==> src/rtl/dmem_arb_pkg.sv <==
// dmem_arb_pkg: shared types and constants for the data-memory arbiter.
// Holds the FSM state encoding, port indices and byte-select codes.
package dmem_arb_pkg;

  typedef enum logic [1:0] {
    IDLE  = 2'd0,
    ISSUE = 2'd1,
    WAIT  = 2'd2,
    RESP  = 2'd3
  } state_t;

  localparam logic PORT_CPU = 1'b0;
  localparam logic PORT_DBG = 1'b1;

  localparam logic [1:0] BS_BYTE = 2'b00;
  localparam logic [1:0] BS_HALF = 2'b01;
  localparam logic [1:0] BS_WORD = 2'b10;

endpackage

==> src/rtl/dmem_arbiter_if.sv <==
// dmem_arbiter_if: requester ports 0/1 plus the data_mem bus.
// slave = arbiter side, master = requesters and memory side.
interface dmem_arbiter_if #(
  parameter int ADDR_W = 32,
  parameter int DATA_W = 32
);

  logic              p0_req;
  logic              p0_we;
  logic [1:0]        p0_bs;
  logic [ADDR_W-1:0] p0_addr;
  logic [DATA_W-1:0] p0_wdata;
  logic              p0_ack;
  logic [DATA_W-1:0] p0_rdata;

  logic              p1_req;
  logic              p1_we;
  logic [1:0]        p1_bs;
  logic [ADDR_W-1:0] p1_addr;
  logic [DATA_W-1:0] p1_wdata;
  logic              p1_ack;
  logic [DATA_W-1:0] p1_rdata;

  logic              mem_en;
  logic              mem_we;
  logic [1:0]        mem_bs;
  logic [ADDR_W-1:0] mem_addr;
  logic [DATA_W-1:0] mem_wdata;
  logic [DATA_W-1:0] mem_rdata;

  modport slave (
    input  p0_req, p0_we, p0_bs, p0_addr, p0_wdata,
    input  p1_req, p1_we, p1_bs, p1_addr, p1_wdata,
    input  mem_rdata,
    output p0_ack, p0_rdata, p1_ack, p1_rdata,
    output mem_en, mem_we, mem_bs, mem_addr, mem_wdata
  );

  modport master (
    output p0_req, p0_we, p0_bs, p0_addr, p0_wdata,
    output p1_req, p1_we, p1_bs, p1_addr, p1_wdata,
    output mem_rdata,
    input  p0_ack, p0_rdata, p1_ack, p1_rdata,
    input  mem_en, mem_we, mem_bs, mem_addr, mem_wdata
  );

endinterface

==> src/rtl/dmem_arb_pick.sv <==
// dmem_arb_pick: winner selection for the two requesters.
// DMEM_ARB_RR_EN: round-robin with last-winner pointer; else port 0 wins ties.
// Ports: win (selected port), req0/req1; with the macro also clk, rst, take.
module dmem_arb_pick
  import dmem_arb_pkg::*;
(
  output logic win,
  input  logic req0,
  input  logic req1
`ifdef DMEM_ARB_RR_EN
  ,
  input  logic clk,
  input  logic rst,
  input  logic take
`endif
);

`ifdef DMEM_ARB_RR_EN
  // last winner; resets to port 1 so port 0 takes the first tie
  logic last;

  always_ff @(posedge clk) begin
    if (rst) begin
      last <= PORT_DBG;
    end else if (take) begin
      last <= win;
    end
  end

  always_comb begin
    win = PORT_CPU;
    unique case (1'b1)
      req0 && req1:  win = ~last;
      req1 && !req0: win = PORT_DBG;
      default:       win = PORT_CPU;
    endcase
  end
`else
  always_comb begin
    win = (req1 && !req0) ? PORT_DBG : PORT_CPU;
  end
`endif

endmodule

==> src/rtl/dmem_arbiter.sv <==
// dmem_arbiter: shares single-port data_mem between CPU (p0) and debug (p1).
// Ports: clk, rst (sync, high), bus (dmem_arbiter_if.slave), busy, gnt_id.
// DMEM_ARB_RR_EN selects round-robin tie-break instead of fixed priority.
// mem_rdata is sampled on the edge entering RESP.
module dmem_arbiter
  import dmem_arb_pkg::*;
#(
  parameter int ADDR_W  = 32,
  parameter int DATA_W  = 32,
  parameter int MEM_LAT = 1
) (
  input  logic          clk,
  input  logic          rst,
  dmem_arbiter_if.slave bus,
  output logic          busy,
  output logic          gnt_id
);

  localparam logic [3:0] LAT_M1 = 4'(MEM_LAT - 1);

  state_t            state;
  logic [3:0]        cnt;
  logic              any;
  logic              win;
  logic              to_resp;
  logic              sel_we;
  logic [1:0]        sel_bs;
  logic [ADDR_W-1:0] sel_addr;
  logic [DATA_W-1:0] sel_wdata;

  assign any = bus.p0_req | bus.p1_req;

  // last cycle before RESP: ISSUE when latency is 1, else final WAIT
  assign to_resp =
    (state == ISSUE && LAT_M1 == 4'd0) ||
    (state == WAIT && cnt == 4'd1);

`ifdef DMEM_ARB_RR_EN
  logic take;
  assign take = (state == IDLE) && any;

  dmem_arb_pick u_pick (
    .win  (win),
    .req0 (bus.p0_req),
    .req1 (bus.p1_req),
    .clk  (clk),
    .rst  (rst),
    .take (take)
  );
`else
  dmem_arb_pick u_pick (
    .win  (win),
    .req0 (bus.p0_req),
    .req1 (bus.p1_req)
  );
`endif

  assign sel_we    = win ? bus.p1_we    : bus.p0_we;
  assign sel_bs    = win ? bus.p1_bs    : bus.p0_bs;
  assign sel_addr  = win ? bus.p1_addr  : bus.p0_addr;
  assign sel_wdata = win ? bus.p1_wdata : bus.p0_wdata;

  always_ff @(posedge clk) begin
    if (rst) begin
      state         <= IDLE;
      cnt           <= '0;
      busy          <= 1'b0;
      gnt_id        <= PORT_CPU;
      bus.mem_en    <= 1'b0;
      bus.mem_we    <= 1'b0;
      bus.mem_bs    <= '0;
      bus.mem_addr  <= '0;
      bus.mem_wdata <= '0;
    end else begin
      unique case (state)
        IDLE: begin
          if (any) begin
            state         <= ISSUE;
            busy          <= 1'b1;
            gnt_id        <= win;
            bus.mem_en    <= 1'b1;
            bus.mem_we    <= sel_we;
            bus.mem_bs    <= sel_bs;
            bus.mem_addr  <= sel_addr;
            bus.mem_wdata <= sel_wdata;
          end
        end
        ISSUE: begin
          bus.mem_en <= 1'b0;
          bus.mem_we <= 1'b0;
          cnt        <= LAT_M1;
          state      <= to_resp ? RESP : WAIT;
        end
        WAIT: begin
          cnt <= cnt - 4'd1;
          if (to_resp) begin
            state <= RESP;
          end
        end
        RESP: begin
          state <= IDLE;
          busy  <= 1'b0;
        end
        default: state <= IDLE;
      endcase
    end
  end

  always_ff @(posedge clk) begin
    if (rst) begin
      bus.p0_ack   <= 1'b0;
      bus.p1_ack   <= 1'b0;
      bus.p0_rdata <= '0;
      bus.p1_rdata <= '0;
    end else begin
      bus.p0_ack <= to_resp && gnt_id == PORT_CPU;
      bus.p1_ack <= to_resp && gnt_id == PORT_DBG;
      if (to_resp && gnt_id == PORT_CPU) begin
        bus.p0_rdata <= bus.mem_rdata;
      end
      if (to_resp && gnt_id == PORT_DBG) begin
        bus.p1_rdata <= bus.mem_rdata;
      end
    end
  end

endmodule

==> src/flat_wrapper.sv <==
// flat-port wrapper written by rule: the top's interface ports become plain ports
module dmem_arbiter_flat import dmem_arb_pkg::*;
#(
  parameter int ADDR_W  = 32,
  parameter int DATA_W  = 32,
  parameter int MEM_LAT = 1
)
  (clk, rst, busy, gnt_id, bus_p0_req, bus_p0_we, bus_p0_bs, bus_p0_addr, bus_p0_wdata, bus_p1_req, bus_p1_we, bus_p1_bs, bus_p1_addr, bus_p1_wdata, bus_mem_rdata, bus_p0_ack, bus_p0_rdata, bus_p1_ack, bus_p1_rdata, bus_mem_en, bus_mem_we, bus_mem_bs, bus_mem_addr, bus_mem_wdata);
  dmem_arbiter_if #(.ADDR_W(ADDR_W), .DATA_W(DATA_W)) bus_i ();
  input  logic clk;
  input  logic rst;
  output logic busy;
  output logic gnt_id;
  input wire logic [$bits(bus_i.p0_req)-1:0] bus_p0_req;
  input wire logic [$bits(bus_i.p0_we)-1:0] bus_p0_we;
  input wire logic [$bits(bus_i.p0_bs)-1:0] bus_p0_bs;
  input wire logic [$bits(bus_i.p0_addr)-1:0] bus_p0_addr;
  input wire logic [$bits(bus_i.p0_wdata)-1:0] bus_p0_wdata;
  input wire logic [$bits(bus_i.p1_req)-1:0] bus_p1_req;
  input wire logic [$bits(bus_i.p1_we)-1:0] bus_p1_we;
  input wire logic [$bits(bus_i.p1_bs)-1:0] bus_p1_bs;
  input wire logic [$bits(bus_i.p1_addr)-1:0] bus_p1_addr;
  input wire logic [$bits(bus_i.p1_wdata)-1:0] bus_p1_wdata;
  input wire logic [$bits(bus_i.mem_rdata)-1:0] bus_mem_rdata;
  output wire logic [$bits(bus_i.p0_ack)-1:0] bus_p0_ack;
  output wire logic [$bits(bus_i.p0_rdata)-1:0] bus_p0_rdata;
  output wire logic [$bits(bus_i.p1_ack)-1:0] bus_p1_ack;
  output wire logic [$bits(bus_i.p1_rdata)-1:0] bus_p1_rdata;
  output wire logic [$bits(bus_i.mem_en)-1:0] bus_mem_en;
  output wire logic [$bits(bus_i.mem_we)-1:0] bus_mem_we;
  output wire logic [$bits(bus_i.mem_bs)-1:0] bus_mem_bs;
  output wire logic [$bits(bus_i.mem_addr)-1:0] bus_mem_addr;
  output wire logic [$bits(bus_i.mem_wdata)-1:0] bus_mem_wdata;
  assign bus_i.p0_req = bus_p0_req;
  assign bus_i.p0_we = bus_p0_we;
  assign bus_i.p0_bs = bus_p0_bs;
  assign bus_i.p0_addr = bus_p0_addr;
  assign bus_i.p0_wdata = bus_p0_wdata;
  assign bus_i.p1_req = bus_p1_req;
  assign bus_i.p1_we = bus_p1_we;
  assign bus_i.p1_bs = bus_p1_bs;
  assign bus_i.p1_addr = bus_p1_addr;
  assign bus_i.p1_wdata = bus_p1_wdata;
  assign bus_i.mem_rdata = bus_mem_rdata;
  assign bus_p0_ack = bus_i.p0_ack;
  assign bus_p0_rdata = bus_i.p0_rdata;
  assign bus_p1_ack = bus_i.p1_ack;
  assign bus_p1_rdata = bus_i.p1_rdata;
  assign bus_mem_en = bus_i.mem_en;
  assign bus_mem_we = bus_i.mem_we;
  assign bus_mem_bs = bus_i.mem_bs;
  assign bus_mem_addr = bus_i.mem_addr;
  assign bus_mem_wdata = bus_i.mem_wdata;
  dmem_arbiter #(.ADDR_W(ADDR_W), .DATA_W(DATA_W), .MEM_LAT(MEM_LAT)) u_core (.clk(clk), .rst(rst), .bus(bus_i), .busy(busy), .gnt_id(gnt_id));
endmodule
==> config.mk <==
export PLATFORM = sky130hd
export DESIGN_NAME = dmem_arbiter_flat
export DESIGN_NICKNAME = d
export VERILOG_FILES = /design/src/rtl/dmem_arb_pkg.sv /design/src/rtl/dmem_arbiter_if.sv /design/src/rtl/dmem_arb_pick.sv /design/src/rtl/dmem_arbiter.sv /design/src/flat_wrapper.sv
export SDC_FILE = /design/constraint.sdc
export NUM_CORES = 1
export LEC_CHECK = 0
export CORE_UTILIZATION = 35
export CTS_CLUSTER_DIAMETER = 30
export DETAILED_ROUTE_END_ITERATION = 8
export PLACE_DENSITY_LB_ADDON = 0.08
export SLEW_MARGIN = 10
export SYNTH_ARGS = -nofsm -noshare
export SYNTH_HDL_FRONTEND = slang
export SYNTH_HIERARCHICAL = 1
export SYNTH_SLANG_ARGS = --single-unit
==> constraint.sdc <==
create_clock -name clk -period 2.7 [get_ports clk]
set_input_delay 0.675 -clock clk [delete_from_list [all_inputs] [get_ports clk]]
set_output_delay 0.675 -clock clk [all_outputs]
set_load 0.02 [all_outputs]
==> results.py, run 1 <==
metrics = {
    "sta": {
        "setup_tns_ns": 0,
        "rsz0062_at_grt": "no",
        "fin_skew_ns": 0.0105,
        "slew_violations": 0,
        "worst_pin_slew_ns": 0.696,
        "hold_viol_final": 0,
        "setup_viol": 0,
        "max_freq_ghz": 0.470,
        "fin_crit_sh_pct": 78.8,
        "min_period_ns": 2.13,
        "slew_headroom_pct": 53.5,
    },
    "critical_path": {
        "crit_type": "flip-flop to flip-flop",
        "critPathLaunchType": "flip-flop",
        "path_max_fanout": 27,
        "critPathLaunch": "u_core/state[1]",
        "arrival_ns": 2.43,
        "crit_required_ns": 3.01,
        "cp-end-kind": "flip-flop",
        "reg2reg_to": "u_core/bus.p1_rdata[14]",
        "reg2reg_slack_ns": 0.57,
        "endpoint": "u_core/bus.p1_rdata[14]",
        "r2r-start": "u_core/state[1]",
        "reg2reg_depth": 6,
    },
    "grt": {
        "grt_usage_pct": 22.3,
        "grt_max_degree": 119,
        "antenna_found_initial": 0,
        "grt_pass1_vias": 6734,
        "grt_pass1_wl_um": 38000,
        "grt_remaining_overflow": 0,
    },
    "die": {
        "num_io_pins": 306,
        "initial_core_util_pct": 35.7,
        "dieWidth_um": 146,
        "std_cell_rows": 52,
        "die_area_um2": 21300,
        "core_um2": 20300,
        "fp.dieH_um": 146,
    },
    "yosys": {
        "synth.cell_area_um2": 7250,
        "ys_ff_latch": 142,
        "yosysWarnings": 6,
        "syn_inst": 821,
        "yosys.area.top_type_share_pct": 39.2,
        "avgSynthCellArea_um2": 8.83,
        "synth_top_cell_by_area": "dfxtp_1",
        "syn-num-nets": 998,
        "synth_cell_type_count": 36,
        "seq_area_frac_synth_pct": 39.2,
        "synth.area.top_cells": "dfxtp_1 39%, mux2i_1 9.4%, a211oi_1 6.8%",
    },
    "power_and_ir_drop": {
        "cellInternalPower_mw": 5.92,
        "power_density_nw_per_um2": 836,
        "pwr-share-clk_pct": 25.9,
        "p_comb_share_pct": 42.0,
        "p_sw_share_pct": 36.5,
        "irDropWorstVdd_mv": 0.414,
        "power.switching_mw": 3.40,
        "leakagePower_nw": 3.92,
        "p_seq_share_pct": 32.1,
    },
    "cts": {
        "cts_resized": 0,
        "cts_max_path_buffers": 2,
        "tritoncts": "done",
        "clk_pin_slew_worst_paths_ns": 0.06,
        "cts_hold_buffers": 0,
        "clock_latency_ns": 0.42,
        "post_cts_buffers": 0,
        "cts_sinks": 142,
        "h-tree-depth": 4,
        "cts_buffers": 17,
        "ctsRootBufferMaster": "clkbuf_16",
    },
    "routing": {
        "vias_per_cell": 5.39,
        "drt_wl_total_um": 24100,
        "vias": 7273,
        "drt_pass1_iterations": 5,
        "route.detailed.drc": 0,
        "drt.antenna.violating_nets": 0,
        "wl_per_cell_um": 17.8,
        "dr.first_iter.drc_count": 416,
    },
    "cells_and_area": {
        "final_util_pct": 54.9,
        "fin_nets": 1245,
        "post_layout_nonfiller_instances": 1350,
        "num_antenna_cells": 0,
        "syn_to_final_growth_pct": 53.6,
        "drive_gt1_share_pct": 6.20,
        "final_cell_area_um2": 11100,
    },
    "run_status": {
        "outcome": "complete, no violations",
    },
    "placement": {
        "port_buffers": 305,
        "gp_congestion": 0.818,
        "hpwl_um": 16300,
        "place_inst": 1319,
        "dpl-instance-area_um2": 10500,
    },
    "flow_run": {
        "maxCapViolCount": 0,
    },
    "hold_path": {
        "hold_class": "flip-flop to flip-flop",
        "hp-start": "u_core/bus.mem_we",
    },
}
==> cell families (layout without fill, tap and decap cells) <==
kind of cell    after synthesis  after routing  synth area share, %
simple gates                282            282                 21.3
compound gates              209            209                 21.3
flops                       142            142                 39.2
buf+inv                     111            370                 7.25
mux                          70             70                 9.70
fa+ha+maj                     7              7                 1.21
==> flip-flops by register name, indices dropped and copies added (netlist names) <==
| register | count |
|---|---|
| u_core/bus.mem_we | 1 |
| u_core/cnt | 4 |
| u_core/bus.p1_rdata | 32 |
| u_core/bus.p0_rdata | 32 |
| u_core/state | 2 |
| u_core/bus.mem_bs | 2 |
| u_core/gnt_id | 1 |
| u_core/bus.mem_addr | 32 |
| u_core/busy | 1 |
| u_core/bus.mem_wdata | 32 |
| u_core/bus.mem_en | 1 |
| u_core/bus.p0_ack | 1 |
| u_core/bus.p1_ack | 1 |
==> layout by cell type (no fill, tap or decap), drive strengths merged, types with 5 or more instances in the layout <==
master         count
a211oi            66
a21oi              5
a31oi             65
and3b             32
buf               26
clkbuf            18
clkdlybuf4s50    304
clkinv             6
dfxtp            142
ha                 7
inv               11
mux2i             68
nand2             70
nand4             64
nor2              71
nor3b             33
o311ai            64
==> power groups by stage <==
stage          Sequential, mW  Combinational (mW)  Clock [mW]
3_3_place_gp             3.02                3.91           0
2_1_floorplan            3.62                1.46           0
6_report                 2.99                3.91        2.42
3_5_place_dp             3.03                3.92           0
5_1_grt                  3.07                4.20        2.58
4_1_cts                  2.99                3.94        2.49
==> metrics by stage <==
step	power [mW]	worst slack [ns]	hold slack, ns
after global placement	6.93	0.345	0.464
after detailed placement	6.95	0.306	0.469
final	9.32	0.573	0.483
after floorplan	5.08	1.03	0.450
after global routing	9.85	0.440	0.502
after CTS	9.41	0.563	0.482
==> metal layers <==
metal  part of all wire, %  routed length, um  global-route usage [%]
met5                     0                  0                       0
met2                    48              11400                    35.7
met3                   5.5               1330                    5.17
met4                   1.7                408                    6.63
met1                    45              10900                    29.7
==> final cells by class <==
type | instances | area (um^2)
Inverter | 9 | 33.8
Clock buffer | 18 | 439
Sequential cell | 142 | 2850
Clock inverter | 13 | 164
Timing Repair Buffer | 330 | 3420
Fill cell | 1854 | 9160
Tap cell | 270 | 338
Multi-Input combinational cell | 568 | 3900
==> Yosys cell counts, drive strengths merged <==
cell type / instances
a211oi: 66
a21oi: 5
a31oi: 65
and2: 1
and3b: 32
and4bb: 1
buf: 54
clkbuf: 48
dfxtp: 142
ha: 7
inv: 9
mux2: 2
mux2i: 68
nand2: 70
nand3: 2
nand4: 64
nand4b: 1
nor2: 71
nor2b: 3
nor3: 2
nor3b: 33
o211ai: 1
o21a: 1
o21ai: 4
o22ai: 1
o311ai: 64
o31a: 1
o41ai: 1
or3: 1
or3b: 1
==> worst max-delay path, cell delays in order (launching register included) <==
cell and delay [ns]:
dfxtp_1 0.36, inv_1 0.10, ha_1 0.26, nor2b_4 0.64, buf_4 0.40, a31oi_1 0.13, o311ai_0 0.13
==> worst min path at each step <==
| stage | to | depth (start not counted) | slack [ns] |
|---|---|---|---|
| after floorplan | u_core/cnt[3] | 1 | 0.45 |
| after detailed placement | u_core/bus.mem_en | 2 | 0.47 |
| final | u_core/bus.mem_we | 2 | 0.48 |
| after CTS | u_core/bus.mem_we | 2 | 0.48 |
| after global routing | u_core/bus.mem_we | 2 | 0.50 |
| after global placement | u_core/bus.mem_en | 2 | 0.46 |
Power figures use the tool's default switching activity.
==> run 2: changes to the inputs <==
==> constraint.sdc (replaced) <==
create_clock -name clk -period 1.75 [get_ports clk]
set_input_delay 0.4375 -clock clk [delete_from_list [all_inputs] [get_ports clk]]
set_output_delay 0.4375 -clock clk [all_outputs]
set_load 0.02 [all_outputs]
==> results.py, run 2 (synthesized netlist as in run 1, its figures left out) <==
metrics = {
    "run_status": {
        "outcome": "complete, no violations",
    },
    "routing": {
        "route.detailed.drc": 0,
        "dr.first_iter.drc_count": 460,
        "vias_per_cell": 5.42,
        "vias": 7435,
        "wl_per_cell_um": 17.8,
        "drt.antenna.violating_nets": 0,
        "drt_wl_total_um": 24500,
        "drt_pass1_iterations": 4,
    },
    "cells_and_area": {
        "final_cell_mix": "168 x clkdlybuf4s50_1, 140 x dfxtp_1, 136 x dlygate4sd2_1",
        "layout_commonest_cell": "clkdlybuf4s50_1",
        "fin_nets": 1266,
        "syn_to_final_growth_pct": 54.7,
        "num_antenna_cells": 0,
        "final_cell_area_um2": 11200,
        "post_layout_nonfiller_instances": 1372,
        "drive_gt1_share_pct": 8.08,
    },
    "cts": {
        "ctsRootBufferMaster": "clkbuf_16",
        "cts_buffers": 17,
        "cts_hold_buffers": 0,
        "tritoncts": "done",
        "cts_sinks": 142,
        "post_cts_buffers": 0,
        "cts_max_path_buffers": 2,
        "h-tree-depth": 4,
        "clock_latency_ns": 0.43,
        "clk_pin_slew_worst_paths_ns": 0.06,
    },
    "grt": {
        "grt_max_degree": 75,
        "grt_pass1_wl_um": 39000,
        "grt_remaining_overflow": 0,
        "antenna_found_initial": 0,
        "grt_usage_pct": 23.0,
        "grt_pass1_vias": 6863,
    },
    "hold_path": {
        "hold_class": "input pin to flip-flop",
    },
    "die": {
        "initial_core_util_pct": 35.7,
        "die_area_um2": 21300,
        "std_cell_rows": 52,
        "dieWidth_um": 146,
        "core_um2": 20300,
        "num_io_pins": 306,
        "fp.dieH_um": 146,
    },
    "power_and_ir_drop": {
        "power.switching_mw": 5.28,
        "p_comb_share_pct": 40.7,
        "cellInternalPower_mw": 8.53,
        "power_density_nw_per_um2": 1230,
        "leakagePower_nw": 4.57,
        "pwr-share-clk_pct": 26.0,
        "p_sw_share_pct": 38.2,
        "irDropWorstVdd_mv": 0.710,
        "p_seq_share_pct": 33.3,
    },
    "critical_path": {
        "crit_required_ns": 2.07,
        "arrival_ns": 1.96,
        "crit_path_top_delay_cell": "or3b_1",
        "crit_path_cell_trace": "inv_1 -> ha_1 -> or3b_1 -> a31oi_2 -> mux2_2",
        "path_max_fanout": 3,
        "cp-end-kind": "flip-flop",
        "critPathLaunchType": "flip-flop",
        "max_stage_delay_ns": 0.38,
        "crit_type": "flip-flop to flip-flop",
    },
    "placement": {
        "gp_congestion": 0.824,
        "dpl-instance-area_um2": 10800,
        "pre_cts_slack_ns": -0.207,
        "port_buffers": 305,
        "place_inst": 1340,
        "hpwl_um": 17200,
    },
    "sta": {
        "setup_slack_ns": 0.109,
        "worst_pin_slew_ns": 0.439,
        "rsz0062_at_grt": "no",
        "whs_ns": 0.463,
        "slew_violations": 0,
        "min_period_ns": 1.64,
        "fin_crit_sh_pct": 93.8,
        "setup_tns_ns": 0,
        "hold_viol_final": 0,
        "setup_viol": 0,
        "fin_skew_ns": 0.0118,
        "max_freq_ghz": 0.609,
        "slew_headroom_pct": 70.7,
    },
    "flow_run": {
        "maxCapViolCount": 0,
    },
}
-- run 2: cell count changes in the layout (fill, tap and decap cells not counted), moves of 3 or more --
cell             delta
clkdlybuf4s50_1   -136
buf_4              +12
clkinv_4            +3
dlygate4sd2_1     +136
clkbuf_1            +3
buf_12              +8
-- run 2: what timing repair did --
item,in CTS,in global routing
endpoints found under the setup margin,136,52
gates cloned,0,0
pin swaps,0,0
gates resized for setup,136,5
-- run 2: power by group through the flow --
| stage | sequential, mW | clock, mW | combinational [mW] |
|---|---|---|---|
| floorplan | 5.59 | 0 | 2.25 |
| detailed placement | 4.68 | 0 | 6.16 |
| global placement | 4.68 | 0 | 6.14 |
| CTS | 4.59 | 3.69 | 5.63 |
| global route | 4.71 | 3.85 | 6.07 |
| finish | 4.59 | 3.59 | 5.62 |
-- run 2: layer usage --
layer	part of all wire [%]	track usage [%]	vias to the layer above
li1	-	-	3704
met1	46	30.9	3475
met2	47	36.8	232
met3	5.6	5.55	24
met4	1.6	6.26	0
met5	0	0	-
-- run 2: path summary, 6_finish.rpt --
check / cells after the start / slack (ns) / endpoint / start
max: 5 / 0.11 / u_core/state[0] / u_core/cnt[1]
min: 2 / 0.46 / u_core/cnt[3] / rst
max reg2reg: 5 / 0.11 / u_core/state[0] / u_core/cnt[1]
min reg2reg: 2 / 0.48 / u_core/busy / u_core/busy
-- run 2: area by class of cell --
| cell class | count | area [um^2] |
|---|---|---|
| fillers | 1912 | 9080 |
| clock inverters | 12 | 139 |
| repair buffers | 351 | 3510 |
| clock buffers | 20 | 437 |
| well taps | 270 | 338 |
| inverters | 9 | 36.3 |
| multi-input cells | 568 | 3910 |
| flip-flops and latches | 142 | 2850 |
-- run 2: critical path, delay by kind of cell (launching register included) --
kind                     cells  cell delay [ns]
AO/OA/AOI/OAI                1             0.23
adder cells (fa/ha/maj)      1             0.16
buffers and inverters        1             0.09
flip-flops                   1             0.32
multiplexers                 1             0.35
AND/OR/NAND/NOR              1             0.38
-- run 2: through the flow --
stage,total power [mW],util [%]
after floorplan,7.84,-
after global placement,10.8,53.2
after detailed placement,10.8,53.2
after CTS,13.9,55.2
after global routing,14.6,55.3
final,13.8,55.3
